**src/rtl/seg_hc595_driver.sv**
```systemverilog
// seg_hc595_driver: serialises seg_dynamic's {seg,sel} into two cascaded 74HC595s.
// A frame is shifted and latched whenever the inputs differ from the last latched frame.
module seg_hc595_driver #(
    parameter int SEL_W   = 6,
    parameter int SEG_W   = 8,
    parameter int CLK_DIV = 4,
    parameter int STCP_W  = 1
) (
    input  logic             sys_clk,
    input  logic             sys_rst_n,
    input  logic [SEL_W-1:0] sel,
    input  logic [SEG_W-1:0] seg,
    input  logic             out_en,
    output logic             ds,
    output logic             shcp,
    output logic             stcp,
    output logic             oe_n,
    output logic             busy,
    output logic             frame_done
);
    localparam int N     = SEL_W + SEG_W;
    localparam int PH_W  = (CLK_DIV > 1) ? $clog2(CLK_DIV) : 1;
    localparam int BIT_W = $clog2(N);
    localparam int ST_W  = (STCP_W > 1) ? $clog2(STCP_W) : 1;
    localparam logic [PH_W-1:0]  PH_LAST  = PH_W'(CLK_DIV - 1);
    localparam logic [PH_W-1:0]  PH_HALF  = PH_W'(CLK_DIV / 2);
    localparam logic [BIT_W-1:0] BIT_LAST = BIT_W'(N - 1);
    localparam logic [ST_W-1:0]  ST_LAST  = ST_W'(STCP_W - 1);

    typedef enum logic [1:0] {
        IDLE  = 2'd0,
        LOAD  = 2'd1,
        SHIFT = 2'd2,
        LATCH = 2'd3
    } state_t;

    logic [1:0]       r_rst_sync;
    logic             w_rst_n;
    state_t           r_state, w_state_nxt;
    logic [PH_W-1:0]  r_phase, w_phase_nxt;
    logic [BIT_W-1:0] r_bit, w_bit_nxt;
    logic [ST_W-1:0]  r_st_cnt, w_st_nxt;
    logic [N-1:0]     r_shift, w_shift_nxt;
    logic [N-1:0]     r_snap;
    logic [N-1:0]     w_frame;
    logic             r_first, r_latched, w_latched_nxt;
    logic             w_pend, w_load;
    logic             r_ds, r_shcp, r_stcp, r_oe_n, r_busy, r_done;

    // Reset synchroniser: assertion is immediate, release aligned to sys_clk.
    always_ff @(posedge sys_clk or negedge sys_rst_n) begin
        if (!sys_rst_n) begin
            r_rst_sync <= 2'b00;
        end else begin
            r_rst_sync <= {r_rst_sync[0], 1'b1};
        end
    end

    assign w_rst_n = r_rst_sync[1];

    // Shift order on the wire: sel[0] first, sel[5], then seg[7] down to seg[0] last.
    always_comb begin
        w_frame            = '0;
        w_frame[SEL_W-1:0] = sel;
        for (int k = 0; k < SEG_W; k++) begin
            w_frame[SEL_W+k] = seg[SEG_W-1-k];
        end
    end

    assign w_pend = r_first | ({seg, sel} != r_snap);

    // Next-state and datapath update for the frame sequencer.
    always_comb begin
        w_state_nxt   = r_state;
        w_phase_nxt   = r_phase;
        w_bit_nxt     = r_bit;
        w_st_nxt      = r_st_cnt;
        w_shift_nxt   = r_shift;
        w_latched_nxt = r_latched;
        w_load        = 1'b0;
        case (r_state)
            IDLE: begin
                if (w_pend) begin
                    w_state_nxt = LOAD;
                end else begin
                    w_state_nxt = IDLE;
                end
            end
            LOAD: begin
                w_load      = 1'b1;
                w_shift_nxt = w_frame;
                w_phase_nxt = '0;
                w_bit_nxt   = '0;
                w_st_nxt    = '0;
                w_state_nxt = SHIFT;
            end
            SHIFT: begin
                if (r_phase == PH_LAST) begin
                    w_phase_nxt = '0;
                    if (r_bit == BIT_LAST) begin
                        w_state_nxt = LATCH;
                    end else begin
                        w_bit_nxt   = r_bit + 1'b1;
                        w_shift_nxt = r_shift >> 1;
                    end
                end else begin
                    w_phase_nxt = r_phase + 1'b1;
                end
            end
            LATCH: begin
                if (r_st_cnt == ST_LAST) begin
                    w_state_nxt   = IDLE;
                    w_latched_nxt = 1'b1;
                end else begin
                    w_st_nxt = r_st_cnt + 1'b1;
                end
            end
            default: begin
                w_state_nxt = IDLE;
            end
        endcase
    end

    // Sequencer state, counters, shift register and change-detect snapshot.
    always_ff @(posedge sys_clk or negedge w_rst_n) begin
        if (!w_rst_n) begin
            r_state   <= IDLE;
            r_phase   <= '0;
            r_bit     <= '0;
            r_st_cnt  <= '0;
            r_shift   <= '0;
            r_snap    <= '0;
            r_first   <= 1'b1;
            r_latched <= 1'b0;
        end else begin
            r_state   <= w_state_nxt;
            r_phase   <= w_phase_nxt;
            r_bit     <= w_bit_nxt;
            r_st_cnt  <= w_st_nxt;
            r_shift   <= w_shift_nxt;
            r_latched <= w_latched_nxt;
            if (w_load) begin
                r_snap  <= {seg, sel};
                r_first <= 1'b0;
            end else begin
                r_snap  <= r_snap;
                r_first <= r_first;
            end
        end
    end

    // Pin outputs are decoded from the next state so they flip on the same edge as the state.
    always_ff @(posedge sys_clk or negedge w_rst_n) begin
        if (!w_rst_n) begin
            r_ds   <= 1'b0;
            r_shcp <= 1'b0;
            r_stcp <= 1'b0;
            r_oe_n <= 1'b1;
            r_busy <= 1'b0;
            r_done <= 1'b0;
        end else begin
            r_ds   <= (w_state_nxt == SHIFT) ? w_shift_nxt[0] : 1'b0;
            r_shcp <= (w_state_nxt == SHIFT) && (w_phase_nxt >= PH_HALF);
            r_stcp <= (w_state_nxt == LATCH);
            r_done <= (w_state_nxt == LATCH) && (w_st_nxt == ST_LAST);
            r_busy <= (w_state_nxt != IDLE);
            r_oe_n <= ~(out_en & w_latched_nxt);
        end
    end

    assign ds         = r_ds;
    assign shcp       = r_shcp;
    assign stcp       = r_stcp;
    assign oe_n       = r_oe_n;
    assign busy       = r_busy;
    assign frame_done = r_done;

endmodule
```
**config.mk**
```make
export PLATFORM = sky130hd
export DESIGN_NAME = seg_hc595_driver
export DESIGN_NICKNAME = d
export VERILOG_FILES = /design/src/rtl/seg_hc595_driver.sv
export SDC_FILE = /design/constraint.sdc
export NUM_CORES = 1
export LEC_CHECK = 0
export CELL_PAD_IN_SITES_DETAIL_PLACEMENT = 1
export CELL_PAD_IN_SITES_GLOBAL_PLACEMENT = 1
export CORE_ASPECT_RATIO = 1.25
export CORE_MARGIN = 10
export CORE_UTILIZATION = 40
export CTS_CLUSTER_SIZE = 12
export DETAILED_ROUTE_END_ITERATION = 8
export PLACE_DENSITY_LB_ADDON = 0.08
export SYNTH_ARGS = -nofsm -noshare
export SYNTH_HDL_FRONTEND = slang
export SYNTH_SLANG_ARGS = --single-unit
export TNS_END_PERCENT = 10
```
**constraint.sdc**
```tcl
create_clock -name sys_clk -period 1.5 [get_ports sys_clk]
set_input_delay 0.225 -clock sys_clk [delete_from_list [all_inputs] [get_ports sys_clk]]
set_output_delay 0.225 -clock sys_clk [all_outputs]
set_load 0.1 [all_outputs]
```
# After elaboration in Yosys (flattened, before gate mapping)
# Index checks and enable logic that the tools add are counted.
[word_totals]
word_cells = 59
rom_bits = 0
n_memories = 0
input_bits = 17
ram_bits = 0
latchBits = 0
ff_bits = 47
[op_classes]
div = 0
shift = 0
eq_ne = 10
order_cmp = 1
addsub = 3
bitwise_logic = 4
mul = 0
n_reduce_logical = 6
muxes = 19
[ops]
columns = ["cell", "n"]
rows = [
  ["two-way mux 14 bit", 2],
  ["one-hot mux 14 bit (2 select lines)", 1],
  ["inequality test 14 bit", 1],
  ["== test 2 bit, second input constant", 5],
  ["two-way mux 2 bit", 4],
  ["two-way mux 4 bit", 2],
  ["one-hot mux 2 bit (4 select lines)", 1],
  ["one-hot mux 4 bit (2 select lines)", 1],
  ["two-way mux 1 bit", 6],
  ["adder 4 x 1 -> 4 bit, second input constant", 1],
  ["== test 4 bit, second input constant", 1],
  ["inequality test 2 bit, second input constant", 2],
  ["one-hot mux 2 bit (2 select lines)", 1],
  ["nonzero test 2 bit", 2],
  ["AND reduction 3 bit", 1],
  ["adder 2 x 1 -> 2 bit, second input constant", 1],
  ["== test 2 x 1 -> 1 bit, second input constant", 1],
  [">= comparator 2 bit, second input constant", 1],
  ["logical AND 1 bit", 2],
  ["logical NOT 2 bit", 1],
  ["inverter 1 bit", 2],
  ["one-hot mux 1 bit (2 select lines)", 1],
  ["adder 1 bit, second input constant", 1],
  ["AND 1 bit", 1],
  ["bitwise OR 1 bit", 1],
]

# Depth between registers and ports, before layout
[depth]
word_depth = 6
mapped_depth = 9
depth_no_buf = 7

# Worst setup path after synthesis
# Ideal clock, no wire load.
[synth_path]
kind = "register to register"
start = "reg r_state[0]"
end = "reg r_bit[3]"
setup_slack_ns = -0.179
stages_incl_launch_ff = 7
arrival_ns = 1.610
n_path_buf = 0
period_less_slack_ns = 1.679
path_cell_list = "dfrtp_1 > inv_1 > ha_1 > inv_2 > a21o_1 > or4b_1 > nand3_1"
[synth_via]
elab_chain_cells = 3
word_cells_on_any_way = 7
classes_between = "4 x eq/ne; 1 x mux; 2 x reduce/logical"
[synth_rtl]
columns = ["element", "line", "text"]
rows = [
  ["start: declaration", "39", "state_t r_state, w_state_nxt;"],
  ["start signal: assignment", "136", "r_state <= w_state_nxt;"],
  ["== test 2 bit / == test 2 x 1 -> 1 bit (equally long branches)", "81", "case (r_state)"],
  ["inequality test 2 bit (no source line) / nonzero test 2 bit (equally long branches)", "--", ""],
  ["AND reduction 3 bit (no source line)", "--", ""],
  ["end signal: assignment", "138", "r_bit <= w_bit_nxt;"],
  ["end: declaration", "41", "logic [BIT_W-1:0] r_bit, w_bit_nxt;"],
]
# Several ways; a longest one is shown, not always the timed one.
# A chain may end at the register's enable or synchronous reset.

# Worst setup path after layout
# Same ends and word-level chain as after synthesis.

==> results.yml <==
critical_path:
  cp_cell_sequence: "inv_2 > ha_4 > inv_2 > a21o_4 > or4b_1 > nand3_1"
  worstPathArrival_ns: 1.85
  path_buf_inv: 2
  critPathMaxStageDelay_ns: 0.46
  crit_required_ns: 1.73
  path_common_cell: "inv_2"
  worstSetupPathType: "flip-flop to flip-flop"
  cp_max_fo: 4
  critPathCaptureType: "flip-flop"
  startpoint: "r_state[0]$_DFF_PN0_"
  critPathTopFamily: "simple AND/OR/NAND/NOR gates"
  start_kind: "flip-flop"
  cpMaxStageDelayCell: "or4b_1"
  r2r-start: "r_state[0]$_DFF_PN0_"
cells_and_area:
  drive_gt1_share_pct: 40.1
  area_growth_pct: 42.5
  nNetsFinal: 280
  final_util_pct: 59.1
  diodes: 0
  fin_cells: 319
clocking:
  clock-sinks: 47
  ctsHoldBuffers: 0
  cts_tree: "done"
  clockRootBuffer: "clkbuf_8"
  clk_path_buf_depth: 2
  cts_max_level: 2
  cts-buffers-inserted: 5
  clk_pin_slew_worst_paths_ns: 0.08
  insertion_delay_ns: 0.29
timing:
  rsz0062_at_grt: "yes"
  finClkSkew_ns: 0.00466
  fin_ws_ns: -0.117
  period_minus_slack_ns: 1.62
  fin_crit_sh_pct: 108
  slew_viol_final: 0
  fmax_mhz: 619
  final_hold_viol_count: 0
  finalSetupViolCount: 18
pwr:
  powerDensity_mw_per_mm2: 2020
  irDropWorstVdd_mv: 1.05
  p_leak_nw: 1.35
yosys:
  synthDistinctLibCells: 34
  syn_area_mm2: 0.00212
  synth_cells: 192
  synth-seq-area-share_pct: 55.5
  ys_ff_latch: 47
  avgSynthCellArea_um2: 11.1
  synth_nets: 216
  yosys_warnings: 0
grt:
  grtUsageTotal_pct: 12.3
  grt_pass1_vias: 1863
  antenna_found_initial: 0
  grt_pass1_wl_um: 8650
  grt_max_degree: 46
  grt-ovfl-total: 0
floorplan:
  start_util_pct: 41.5
  floorplan.die_area_mm2: 0.00864
  die_h_um: 101
  rows: 29
  die_x_um: 85.1
  ios: 23
  core-area_mm2: 0.00512
routing:
  vias: 1688
  ant_nets: 0
  post_drt_wl_per_cell_um: 17.2
  drc_errors: 0
  dr.pass1.iters: 4
  drt-initial-drc-count: 70
  vias_per_cell: 5.29
  wl_um: 5490
placement:
  gp_congestion: 0.794
  place_inst: 302
  place.detailed.hpwl_um: 3920
  portBuffers: 22
run_status:
  outcome: "finished, violations left"
  violations: "negative setup slack"
hold_path:
  hold_class: "input pin to async pin"
flow_run:
  max-cap-violations: 0
## area by class of cell
class	count	area, um2
Clock buffer	7	76.3
Clock inverter	1	5.00
Fill cell	541	2090
Inverter	11	41.3
Multi-Input combinational cell	126	991
Sequential cell	47	1180
Tap cell	62	77.6
Timing Repair Buffer	65	653
## cell families after synthesis
logic type	share of synthesized area, %
buffers and inverters	3.66
AOI/OAI and AO/OA	12.3
muxes	6.90
DFF	55.5
other	0.177
adders and majority gates	4.13
xor gates and xnor gates	5.78
and+or+nand+nor	11.6
## synth_stat cells
cell type / number / share of area [%]
a22oi_1: 12 / 4.2
buf_2: 5 / 1.2
a31oi_1: 1 / 0.29
o21ai_0: 18 / 4.2
xnor2_1: 5 / 2.1
or4b_1: 1 / 0.47
nand2_2: 1 / 0.29
nand3_1: 7 / 1.7
inv_2: 1 / 0.18
nor2_1: 2 / 0.35
a21o_1: 3 / 1.1
ha_1: 7 / 4.1
xor2_1: 9 / 3.7
o221ai_1: 1 / 0.41
nor3_1: 4 / 0.94
a21oi_1: 2 / 0.47
nand4_1: 2 / 0.59
mux2_2: 13 / 6.9
and3_1: 3 / 0.88
a22o_1: 2 / 0.83
and2_1: 1 / 0.29
clkbuf_1: 3 / 0.53
dfrtp_1: 45 / 53
dfstp_2: 2 / 2.5
o22ai_1: 1 / 0.29
nand3_2: 1 / 0.47
nand2_1: 23 / 4.1
conb_1: 1 / 0.18
o21ai_2: 1 / 0.41
nand3b_1: 1 / 0.35
or3_1: 1 / 0.29
inv_1: 10 / 1.8
nor4_1: 2 / 0.59
nor2b_1: 1 / 0.29
## what timing repair did
item / 4_1_cts / 5_1_grt
gates cloned: 0 / 2
setup buffers: 1 / 6
setup endpoints to repair: 21 / 35
pin swaps: 3 / 9
gates resized for setup: 4 / 43
## worst paths after layout
path | to | slack, ns | cells past startpoint
max | r_bit[3]$_DFFE_PN0P_ | -0.12 | 6
min | r_rst_sync[0]$_DFF_PN0_ | 0.08 | 1
max reg2reg | r_bit[3]$_DFFE_PN0P_ | -0.12 | 6
min reg2reg | r_snap[7]$_DFFE_PN0N_ | 0.25 | 1
max in group asynchronous | oe_n$_DFF_PN1_ | 0.97 | 1
min in group sys_clk | r_rst_sync[1]$_DFF_PN0_ | 0.36 | 0
## power breakdown
part / total [mW] / leakage (nW) / internal (mW) / switching (mW)
Clock: 0.731 / 0.0422 / 0.328 / 0.403
Sequential: 2.08 / 0.590 / 1.74 / 0.342
Combinational: 3.29 / 0.713 / 1.61 / 1.68
Total: 6.10 / 1.35 / 3.67 / 2.43
## routing by layer
layer  track usage [%]  part of all wire (%)  vias up
li1                  -                     -      793
met1              11.8                    37      857
met2              24.3                    57       26
met3              3.69                   3.7       12
met4              3.55                   2.4        0
met5                 0                     0        -
## worst register-to-register path, delay by kind of cell (launching register included)
| family | cells | cell delay [ns] |
|---|---|---|
| fa+ha+maj | 1 | 0.29 |
| compound gates | 1 | 0.19 |
| simple gates | 2 | 0.55 |
| flops | 1 | 0.40 |
| buf+inv | 2 | 0.12 |
## stage by stage
| step | setup slack (ns) | power [mW] | area (um2) | hold slack [ns] | setup TNS, ns |
|---|---|---|---|---|---|
| floorplan | -0.0233 | 3.63 | 2140 | -0.0706 | -0.0233 |
| global placement | -0.292 | 4.44 | 2730 | 0.246 | -2.84 |
| detailed placement | -0.366 | 4.58 | 2730 | 0.260 | -3.79 |
| CTS | -0.128 | 5.37 | 2830 | 0.0733 | -1.58 |
| global route | -0.198 | 6.53 | 3020 | 0.0606 | -2.26 |
| finish | -0.117 | 6.10 | 3020 | 0.0843 | -0.548 |
## flip-flops by register name, indices dropped and copies added (netlist names), 2 cells and up, named ones only
name	cells
r_rst_sync	2
r_state	2
r_bit	4
r_shift	14
r_snap	14
## layout by cell type (no fill, tap or decap), types with 3 or more instances in the layout
cell	count
o21ai_0	4
clkbuf_8	5
buf_12	8
inv_1	7
o21ai_1	7
xor2_1	9
nand2_1	12
nor3_1	3
a22oi_1	12
clkdlybuf4s50_1	16
ha_1	4
mux2_2	13
nand2_2	11
dfrtp_1	44
xnor2_1	5
inv_2	4
o21ai_2	7
nand3_1	7
buf_4	38
Power figures use the tool's default switching activity.
